===== config.mk =====
export PLATFORM = sky130hd
export DESIGN_NAME = warp_fetch
export DESIGN_NICKNAME = d
export VERILOG_FILES = /design/src/rtl/warp_fetch.sv
export SDC_FILE = /design/constraint.sdc
export NUM_CORES = 1
export LEC_CHECK = 0
export CAP_MARGIN = 25
export CORE_MARGIN = 8
export CORE_UTILIZATION = 30
export DETAILED_ROUTE_END_ITERATION = 8
export PLACE_DENSITY_LB_ADDON = 0.2
export SLEW_MARGIN = 0
export SYNTH_ARGS = -nofsm -noshare
export SYNTH_HDL_FRONTEND = slang
export SYNTH_SLANG_ARGS = --single-unit

===== constraint.sdc =====
create_clock -name i_clk -period 3.6 [get_ports i_clk]
set_input_delay 0.36 -clock i_clk [delete_from_list [all_inputs] [get_ports i_clk]]
set_output_delay 0.36 -clock i_clk [all_outputs]
set_load 0.05 [all_outputs]

===== src/rtl/warp_fetch.sv =====
// Instruction fetch stage: owns the PC, issues one doubleword icache read at a time,
// and splits each response into two 32-bit instructions for decode. Optional macro: WARP_FETCH_MISALIGN_EN.
module warp_fetch #(
  parameter logic [63:0] RESET_PC = 64'h0
) (
  input  logic        i_clk,
  input  logic        i_rst,
  output logic        o_req_valid,
  output logic [63:0] o_req_raddr,
  input  logic        i_res_valid,
  input  logic [63:0] i_res_rdata,
  input  logic        i_redirect_valid,
  input  logic [63:0] i_redirect_pc,
  output logic        o_inst_valid,
  output logic [31:0] o_inst,
  output logic [63:0] o_inst_pc,
  input  logic        i_inst_ready,
  output logic        o_fault
);

  // Decode handshake: an instruction moves when o_inst_valid && i_inst_ready on a rising edge;
  // o_inst/o_inst_pc are held stable while valid and not yet accepted.
  typedef enum logic [2:0] {
    S_IDLE,
    S_REQ,
    S_WAIT,
    S_DRAIN,
`ifdef WARP_FETCH_MISALIGN_EN
    S_KILL,
    S_FAULT
`else
    S_KILL
`endif
  } state_e;

  state_e      state_q, state_d;
  logic [63:0] pc_q, pc_d;
  logic [63:0] buf_q, buf_d;
  logic [63:0] redirect_pc;

`ifdef WARP_FETCH_MISALIGN_EN
  assign redirect_pc = i_redirect_pc;
`else
  assign redirect_pc = i_redirect_pc & ~64'h3;
`endif

  always_comb begin
    state_d = state_q;
    pc_d    = pc_q;
    buf_d   = buf_q;
    case (state_q)
      S_IDLE:  state_d = S_REQ;
      S_REQ:   state_d = S_WAIT;
      S_WAIT: begin
        if (i_res_valid) begin
          buf_d   = i_res_rdata;
          state_d = S_DRAIN;
        end
      end
      S_DRAIN: begin
        if (i_inst_ready) begin
          pc_d    = pc_q + 64'd4;
          state_d = pc_q[2] ? S_REQ : S_DRAIN;
        end
      end
      S_KILL: begin
        if (i_res_valid) state_d = S_REQ;
      end
`ifdef WARP_FETCH_MISALIGN_EN
      S_FAULT: state_d = S_FAULT;
`endif
      default: state_d = S_IDLE;
    endcase

    // A redirect overrides everything; a response landing in the same cycle is stale.
    if (i_redirect_valid) begin
      pc_d  = redirect_pc;
      buf_d = buf_q;
      case (state_q)
        S_REQ:          state_d = S_KILL;
        S_WAIT, S_KILL: state_d = i_res_valid ? S_REQ : S_KILL;
        default:        state_d = S_REQ;
      endcase
    end

`ifdef WARP_FETCH_MISALIGN_EN
    if (state_d == S_REQ && pc_d[1:0] != 2'b00) state_d = S_FAULT;
`endif
  end

  always_ff @(posedge i_clk or posedge i_rst) begin
    if (i_rst) begin
      state_q <= S_IDLE;
      pc_q    <= RESET_PC;
      buf_q   <= 64'h0;
    end else begin
      state_q <= state_d;
      pc_q    <= pc_d;
      buf_q   <= buf_d;
    end
  end

  assign o_req_valid  = (state_q == S_REQ);
  assign o_req_raddr  = {pc_q[63:3], 3'b000};
  assign o_inst_valid = (state_q == S_DRAIN);
  assign o_inst       = pc_q[2] ? buf_q[63:32] : buf_q[31:0];
  assign o_inst_pc    = pc_q;
`ifdef WARP_FETCH_MISALIGN_EN
  assign o_fault      = (state_q == S_FAULT);
`else
  assign o_fault      = 1'b0;
`endif

endmodule


# Yosys cells after proc, flatten, opt, wreduce, memory -nomap -nowiden
# Index checks and enable logic that the tools add are counted.
dict set report totals {
  regBits 131
  latch_bits 0
  ram_bits 0
  mem_bits_ro 0
  inputBits 133
  out_inout_bits 163
  wordCells 31
  mem_count 0
}
dict set report classes {
  addsub 1
  mul 0
  n_div 0
  magnitude_cmp 0
  n_eq_ne 7
  shift 0
  n_mux 12
  bitwise_logic 1
  n_reduce_logical 7
}
# cell count
set ops {}
lappend ops {{two-way mux 64 bit} 3}
lappend ops {{adder 64 x 3 -> 64 bit, second input constant} 1}
lappend ops {{two-way mux 32 bit} 1}
lappend ops {{two-way mux 3 bit} 5}
lappend ops {{case mux 3 bit (5 select lines)} 1}
lappend ops {{equality test 3 x 2 -> 1 bit, second input constant} 2}
lappend ops {{!= test 3 bit, second input constant} 2}
lappend ops {{case mux 3 bit (2 select lines)} 1}
lappend ops {{AND reduction 3 bit} 2}
lappend ops {{nonzero test 2 bit} 2}
lappend ops {{equality test 3 x 1 -> 1 bit, second input constant} 1}
lappend ops {{equality test 3 bit, second input constant} 1}
lappend ops {{zero test 3 bit} 1}
lappend ops {{!= test 3 x 2 -> 1 bit, second input constant} 1}
lappend ops {{two-way mux 2 bit} 1}
lappend ops {{AND reduction 2 bit} 1}
lappend ops {{OR reduction 2 bit} 1}
lappend ops {{NOT 1 bit} 1}

# Longest topological paths before layout
# Gate-level depths: netlist of run 1.
dict set report depth {
  ltp_word 4
  depth_mapped 8
  ltp_nobuf 5
}

# Least setup slack after synthesis of run 1
# Ideal clock, no wire load.
dict set report synth_timing {
  kind {register -> register}
  from {register pc_q[18] (netlist: o_inst_pc[18])}
  to {register pc_q[59] (netlist: o_inst_pc[59])}
  setup_ps 82
  arrival_ps 2736
  path_slack_ps 782
  path_stages_with_launch 7
  path_buffers 1
  path_cell_list {dfrtp_1 > nand3_1 > or4_4 > or4_1 > buf_2 > or4_1 > a31oi_1}
}
dict set report synth_between {
  elab_chain_cells 4
}
# element line
set synth_rtl {}
lappend synth_rtl {{start: declaration} 37} ;# logic [63:0] pc_q, pc_d;
lappend synth_rtl {{start signal: assignment} 98} ;# pc_q <= pc_d;
lappend synth_rtl {{adder 64 x 3 -> 64 bit} 62} ;# pc_d = pc_q + 64'd4;
lappend synth_rtl {{two-way mux 64 bit} 61} ;# if (i_inst_ready) begin
lappend synth_rtl {{two-way mux 64 bit} 51} ;# case (state_q)
lappend synth_rtl {{two-way mux 64 bit} 76} ;# if (i_redirect_valid) begin
# Every way passes these cells. The select of a mux whose other input is x is not followed.
# A chain may end at the register's enable or synchronous reset.

# Worst setup path after layout of run 1
dict set report layout_timing {
  from {register state_q[1]}
  to {register pc_q[59] (netlist: o_inst_pc[59])}
}
dict set report layout_between {
  elab_chain_cells 3
}
# element line
set layout_rtl {}
lappend layout_rtl {{start: declaration} 36} ;# state_e state_q, state_d;
lappend layout_rtl {{start signal: assignment} 97} ;# state_q <= state_d;
lappend layout_rtl {{equality test 3 x 2 -> 1 bit} 51}
lappend layout_rtl {{nonzero test 2 bit (no line)} n/a}
lappend layout_rtl {{AND reduction 2 bit (no line)} n/a}
# Every way passes these cells.

==> metrics.txt, run 1 <==
Critical-path top delay cell=or4_1; achievable frequency=352.9 MHz; Final Hold Fails=0; HP Class=flip-flop to flip-flop; WL final=24.49 mm; R2R setup slack=0.77 ns; Flop pwr share=31.6%; post-DP HPWL=18.23 mm; endpoint type of the worst setup path=flip-flop; hold_ws=approximately 0.50 ns; overall die height=approximately 170 um; Worst Hold End=buf_q[54]; Setup Viol. Count Final=0; outcome=completed; largest delay contributor family on the critical path=simple AND/OR/NAND/NOR gates; first-pass GRT wire length=roughly 38 mm; Post-Synthesis Cells=approximately 700; PnR worst setup slack=about 0.77 ns; utilization after layout=approximately 45%; number of synthesized flops with an enable pin=0; syn_area_per_cell=between 10 and 15 sq um; Clk pin slew, worst setup/hold paths=approximately 0.070 ns; sequential fraction of the synthesis area=between 40% and 50%; synth warn=0; # nets final=1059; detailed router's first-iteration violation count=219; crit path max fanout=11; top cell type's share of synthesized area=between 40% and 50%; CTS sink cnt=approximately 130; Hold Startpoint=buf_q[54]; share of cells above drive strength 1=between 10% and 20%; wire length per cell=19.42 um; Max VDD drop=slightly above 0.5 mV; Mapped Area=approximately 7000 sq um; WHS Path Cells=1; Final Cell Area=approximately 11000 sq um; Via density=slightly below 5; GR Util All Layers=16.70%; Crit path required time=approximately 3.9 ns; Rows=56; Power Density=around 650 nW/um^2; die area=~29000 sq um; grt ovf=0; Resized Gates After CTS=0; cell-internal power=~4.0 mW; clock root cell=clkbuf_16; Cell Count, Final, Fillers Out=between 1k and 1.5k; core area=about 23000 sq um; Async SR Flop Fraction=100.0%; Setup TNS=0 ns; Top Ports=296; DR pass1 iterations=4; ys flop type=dfrtp_1; post-CTS setup buffer count=0; pre-CTS setup slack=roughly 0.43 ns; most frequent cell after synthesis=dfrtp_1; via count=~6k; Setup Skew=between 0.009 and 0.01 ns; RePlAce Congestion=~0.78; dpl cells=~1.2k; synthesis-stage register bit count=around 130; initial antenna violation count=7; clock share of power=roughly 26%; RSZ-0062 raised after global routing=false; total of max-cap violations=0; Power Total=approximately 6.9 mW; vias in the first global route=6497; Clock Path Buffers=2; Worst R2R Path Depth=5; r2r startpoint=state_q[1]; post-layout min period=2.834 ns; slowest cell delay on critical path=roughly 0.7 ns; largest area contributor in the netlist=dfrtp_1; DRC=0; Initial Util=30.60%; cts bufs inserted=17; H-Tree Depth=4; LEAKAGE=roughly 4.1 nW; Critical Path AT=around 3.2 ns; Placed Area=approximately 10000 sq um; fin. max-slew vios=0; largest net degree at the start of global routing=67; Switch Pwr=2.837 mW; IO buf count=around 290; Die W=around 170 um; cts hold-fix bufs=0; CP most frequent cell=or4_1; CP startpoint kind=flip-flop; Synth cell types=slightly below 50; Tightest Pin Transition=around 0.92 ns; synth cell count leaders=dfrtp_1 (129), mux2_2 (97), buf_4 (67); R2R Path End=o_inst_pc[59]; Max-slew headroom=38.49%; synth top area cells=dfrtp_1 (45%), mux2_2 (15%), buf_4 (7.0%); WS Path Type=flip-flop to flip-flop; antenna viol nets, final=0; number of buffers and inverters on the critical path=0; worst skew pair latency=~0.42 ns; Tcrit/Tclk final=~79%; CTS tree=built; fillers=between 2k and 2.5k; CP Cell Sequence=nand4b_4 > or4_4 > or4_1 > or4_1 > a31oi_1; synth-to-layout area growth=46.48%; Sw Ratio=around two fifths; combinational share of power=a little over two fifths
==> power groups by stage <==
stage / logic [mW] / registers, mW / clock network, mW
after floorplan: 1.94 / 2.31 / 0
after global placement: 2.96 / 2.20 / 0
after detailed placement: 2.98 / 2.21 / 0
after CTS: 2.99 / 2.18 / 1.81
after global routing: 3.12 / 2.25 / 1.87
final: 2.95 / 2.18 / 1.75
==> layout make-up <==
type,count,area (sq um),share of cell area [%]
Antenna cell,4,10.01,0.09515
Clock buffer,17,425.4,4.044
Clock inverter,15,160.2,1.522
Inverter,6,26.28,0.2498
Multi-Input combinational cell,472,3312,31.48
Sequential cell,129,3229,30.70
Tap cell,319,399.1,3.794
Timing Repair Buffer,299,2958,28.12
==> how the worst max path moves through the flow <==
stage                        startpoint  depth (start not counted)       endpoint
after global placement     i_inst_ready                          6  o_inst_pc[59]
after detailed placement   i_inst_ready                          6  o_inst_pc[59]
after global routing         state_q[1]                          5  o_inst_pc[59]
after floorplan           o_inst_pc[18]                          6  o_inst_pc[59]
final                        state_q[1]                          5  o_inst_pc[59]
after CTS                  o_inst_pc[2]                          3     o_inst[22]
==> worst reg2reg max path: cells and delay by family (launching register included) <==
family,cells,cell delay (ns)
AO/OA/AOI/OAI,1,0.17
AND/OR/NAND/NOR,4,2.05
flip-flops,1,0.55
==> layout by cell type, fill, tap and decap left out, types with 2 or more instances in the layout <==
cell type,Yosys,routed
o31ai_1,8,8
or4_1,16,16
clkbuf_16,0,17
nand4_1,34,34
inv_8,0,4
nor3b_1,2,2
o31a_1,9,9
diode_2,0,4
clkinv_4,0,2
or3_1,10,10
mux2_2,97,97
o21ai_0,41,41
and3_1,11,11
conb_1,1,6
clkinvlp_4,0,3
dfrtp_1,129,128
xnor2_1,10,10
and4_1,7,7
nor2b_1,2,2
xor2_1,20,20
buf_4,67,12
clkdlybuf4s50_1,0,286
inv_1,6,5
nor2_1,32,32
mux2i_1,2,2
nand2b_1,5,5
inv_6,0,6
o211ai_1,5,5
and2_1,2,2
nand3_1,33,33
nor4_1,11,10
nor3_1,9,9
nand2_1,62,62
a31oi_1,20,20
==> routing by layer <==
layer  GRT usage, %  part of all wire (%)  up-vias
li1               -                     -     2942
met1          18.91                    40     2969
met2          27.50                    47      205
met3          8.205                    11       27
met4          4.729                   1.4        8
met5              0                  0.22        -
==> registers in the layout, indices dropped and copies added (netlist names) <==
name and count:
buf_q 64, state_q 3, o_inst_pc 62
==> cells by family after synthesis <==
| logic type | synth area share [%] |
|---|---|
| simple gates | 18.45 |
| flops | 44.95 |
| buf+inv | 9.286 |
| mux | 15.49 |
| compound gates | 7.945 |
| xor+xnor | 3.659 |
| fa+ha+maj | 0.1742 |
| other cells | 0.05221 |
No activity file was read; power rests on OpenSTA's default activity.
==> inputs of run 2 (changes only) <==
Clock period 3.6 ns to 2.8 ns, I/O delays scaled along.
==> run 2 against run 1 <==
Sequential share of layout area down 0.86 points. Non-clock buffer count up 33. Sequential cell count unchanged. Die area did not move. Worst hold slack worse by 0.17 ns. Clock-buffer cell count unchanged. Via count is 2.3% higher. Global-route usage barely moved. Critical endpoint is now o_inst[14]. First-iteration DRC count rose by 31%. Largest power group unchanged. Clock skew increased by 0.0012 ns.
==> metrics.txt, run 2 (synthesis gave the netlist of run 1 again) <==
n_diodes=0 (-4); commonest non-fill, non-tap cell in the layout=clkdlybuf4s50_1; Power Total=9.093 mW (+32%); R2R Path End=o_inst_pc[50]; vias in the first global route=6522 (+0.38%); cts hold-fix bufs=0 (unchanged); crit path max fanout=20 (+9); r2r startpoint=o_inst_pc[11]; Clock Path Buffers=2 (unchanged); R2R setup slack=0.25 ns (-0.52 ns); post-layout min period=around 2.6 ns; # nets final=1092 (+3.1%); DRC=0 (unchanged); HP Class=input port to asynchronous set/reset pin; Worst R2R Path Depth=6 (+1); Tcrit/Tclk final=roughly 90%; largest net degree at the start of global routing=69 (+3.0%); utilization after layout=46.16% (+1.3 points); synth-to-layout area growth=50.85%; antenna viol nets, final=0 (unchanged); WL final=24.55 mm (+0.21%); Via density=4.877 (about the same); grt ovf=0 (unchanged); CTS tree=built; first-pass GRT wire length=37.59 mm (-0.57%); Tightest Pin Transition=0.7897 ns (-0.1330 ns); worst skew pair latency=0.42 ns (about the same); H-Tree Depth=4 (unchanged); Die W=170.7 um (unchanged); Top reg by flops=buf_q; WS Path Type=flip-flop to output pin; Max-slew headroom=47.35% (+8.9 points); achievable frequency=roughly 390 MHz; Max VDD drop=0.5543 mV (+9.7%); wire length per cell=19.03 um (-2.0%); Rows=56 (unchanged); endpoint type of the worst setup path=output pin; GR Util All Layers=16.65% (-0.050 points); Critical Path AT=2.28 ns (-0.90 ns); max FFs per register=64 (unchanged); clock root cell=clkbuf_16; Top Ports=296 (unchanged); RSZ-0062 raised after global routing=false; post-DP HPWL=18.55 mm (+1.8%); fillers=2291 (+0.93%); Setup Viol. Count Final=0 (unchanged); IO buf count=287 (unchanged); Crit path required time=2.52 ns (-1.42 ns); outcome=completed; core area=23470 sq um (unchanged); detailed router's first-iteration violation count=287 (+31%); LEAKAGE=4.285 nW (+4.7%); cts bufs inserted=17 (unchanged); Initial Util=30.60% (unchanged); most frequent cells in the layout=clkdlybuf4s50_1 (286), dfrtp_1 (125), mux2_2 (97); initial antenna violation count=4 (-3); Setup Skew=0.01069 ns (+0.001176 ns); Final Hold Fails=0 (unchanged); RePlAce Congestion=0.7831 (+0.75%); overall die height=170.7 um (unchanged); via count=6291 (+2.3%); fin. max-slew vios=0 (unchanged); Resized Gates After CTS=0 (unchanged); total of max-cap violations=0 (unchanged); share of cells above drive strength 1=19.36% (+3.2 points); Clk pin slew, worst setup/hold paths=0.06 ns (about the same); DR pass1 iterations=4 (unchanged); die area=29150 sq um (unchanged); post-CTS setup buffer count=0 (unchanged); Power Density=839.3 nW/um^2 (+28%); CP startpoint kind=flip-flop; CTS sink cnt=129 (unchanged)
-- run 2: per-stage QoR --
stage                     cell area (sq um)  setup TNS [ns]  hold slack, ns  setup WS, ns  std cells
after floorplan                        7208               0          0.3891      0.005770        709
after global placement                10200         -0.1793          0.4830      -0.08893       1258
after detailed placement              10200         -0.2980          0.4904       -0.1167       1258
after CTS                             10830               0          0.3465        0.2018       1290
after global routing                  10830               0          0.3737        0.1381       1290
final                                 10830               0          0.3267        0.2410       1290
-- run 2: critical path, stage by stage, from the launching register on --
cell and delay (ns):
dfrtp_2 0.43, buf_4 0.32, mux2_2 0.37, clkdlybuf4s50_1 0.72
-- run 2: how the worst max path moves through the flow --
| stage | startpoint | end | slack (ns) | depth (start not counted) |
|---|---|---|---|---|
| 2_1_floorplan | o_inst_pc[4] | o_inst_pc[59] | 0.006 | 6 |
| 3_3_place_gp | i_inst_ready | o_inst_pc[35] | -0.09 | 7 |
| 3_5_place_dp | i_inst_ready | o_inst_pc[35] | -0.12 | 7 |
| 4_1_cts | o_inst_pc[2] | o_inst[14] | 0.20 | 3 |
| 5_1_grt | o_inst_pc[2] | o_inst[14] | 0.14 | 3 |
| 6_report | o_inst_pc[2] | o_inst[14] | 0.24 | 3 |
-- run 2: metal layers --
layer,wire [um],GRT usage (%),up-vias
met5,51,0,-
met4,512,5.606,8
met3,2582,7.421,35
met2,11520,27.33,229
met1,9877,19.07,3007
li1,-,-,3012
-- run 2: power by group --
part | internal (mW) | switching (mW) | leakage [nW]
Combinational | 1.61 | 2.33 | 2.42
Clock | 1.50 | 0.912 | 0.308
Sequential | 2.39 | 0.342 | 1.56
-- run 2: layout make-up --
type | count | area [sq um] | area share (%)
Multi-Input combinational cell | 472 | 3312 | 30.57
Timing Repair Buffer | 332 | 3231 | 29.82
Clock inverter | 15 | 207.7 | 1.917
Inverter | 6 | 26.28 | 0.2425
Tap cell | 319 | 399.1 | 3.684
Sequential cell | 129 | 3233 | 29.84
Clock buffer | 17 | 425.4 | 3.927
==> inputs of run 3 (changes only) <==
Settings changed: CTS_CLUSTER_DIAMETER set to 80.
==> results of run 3 <==
Final layout, timing and power as in run 2 (identical DEF).
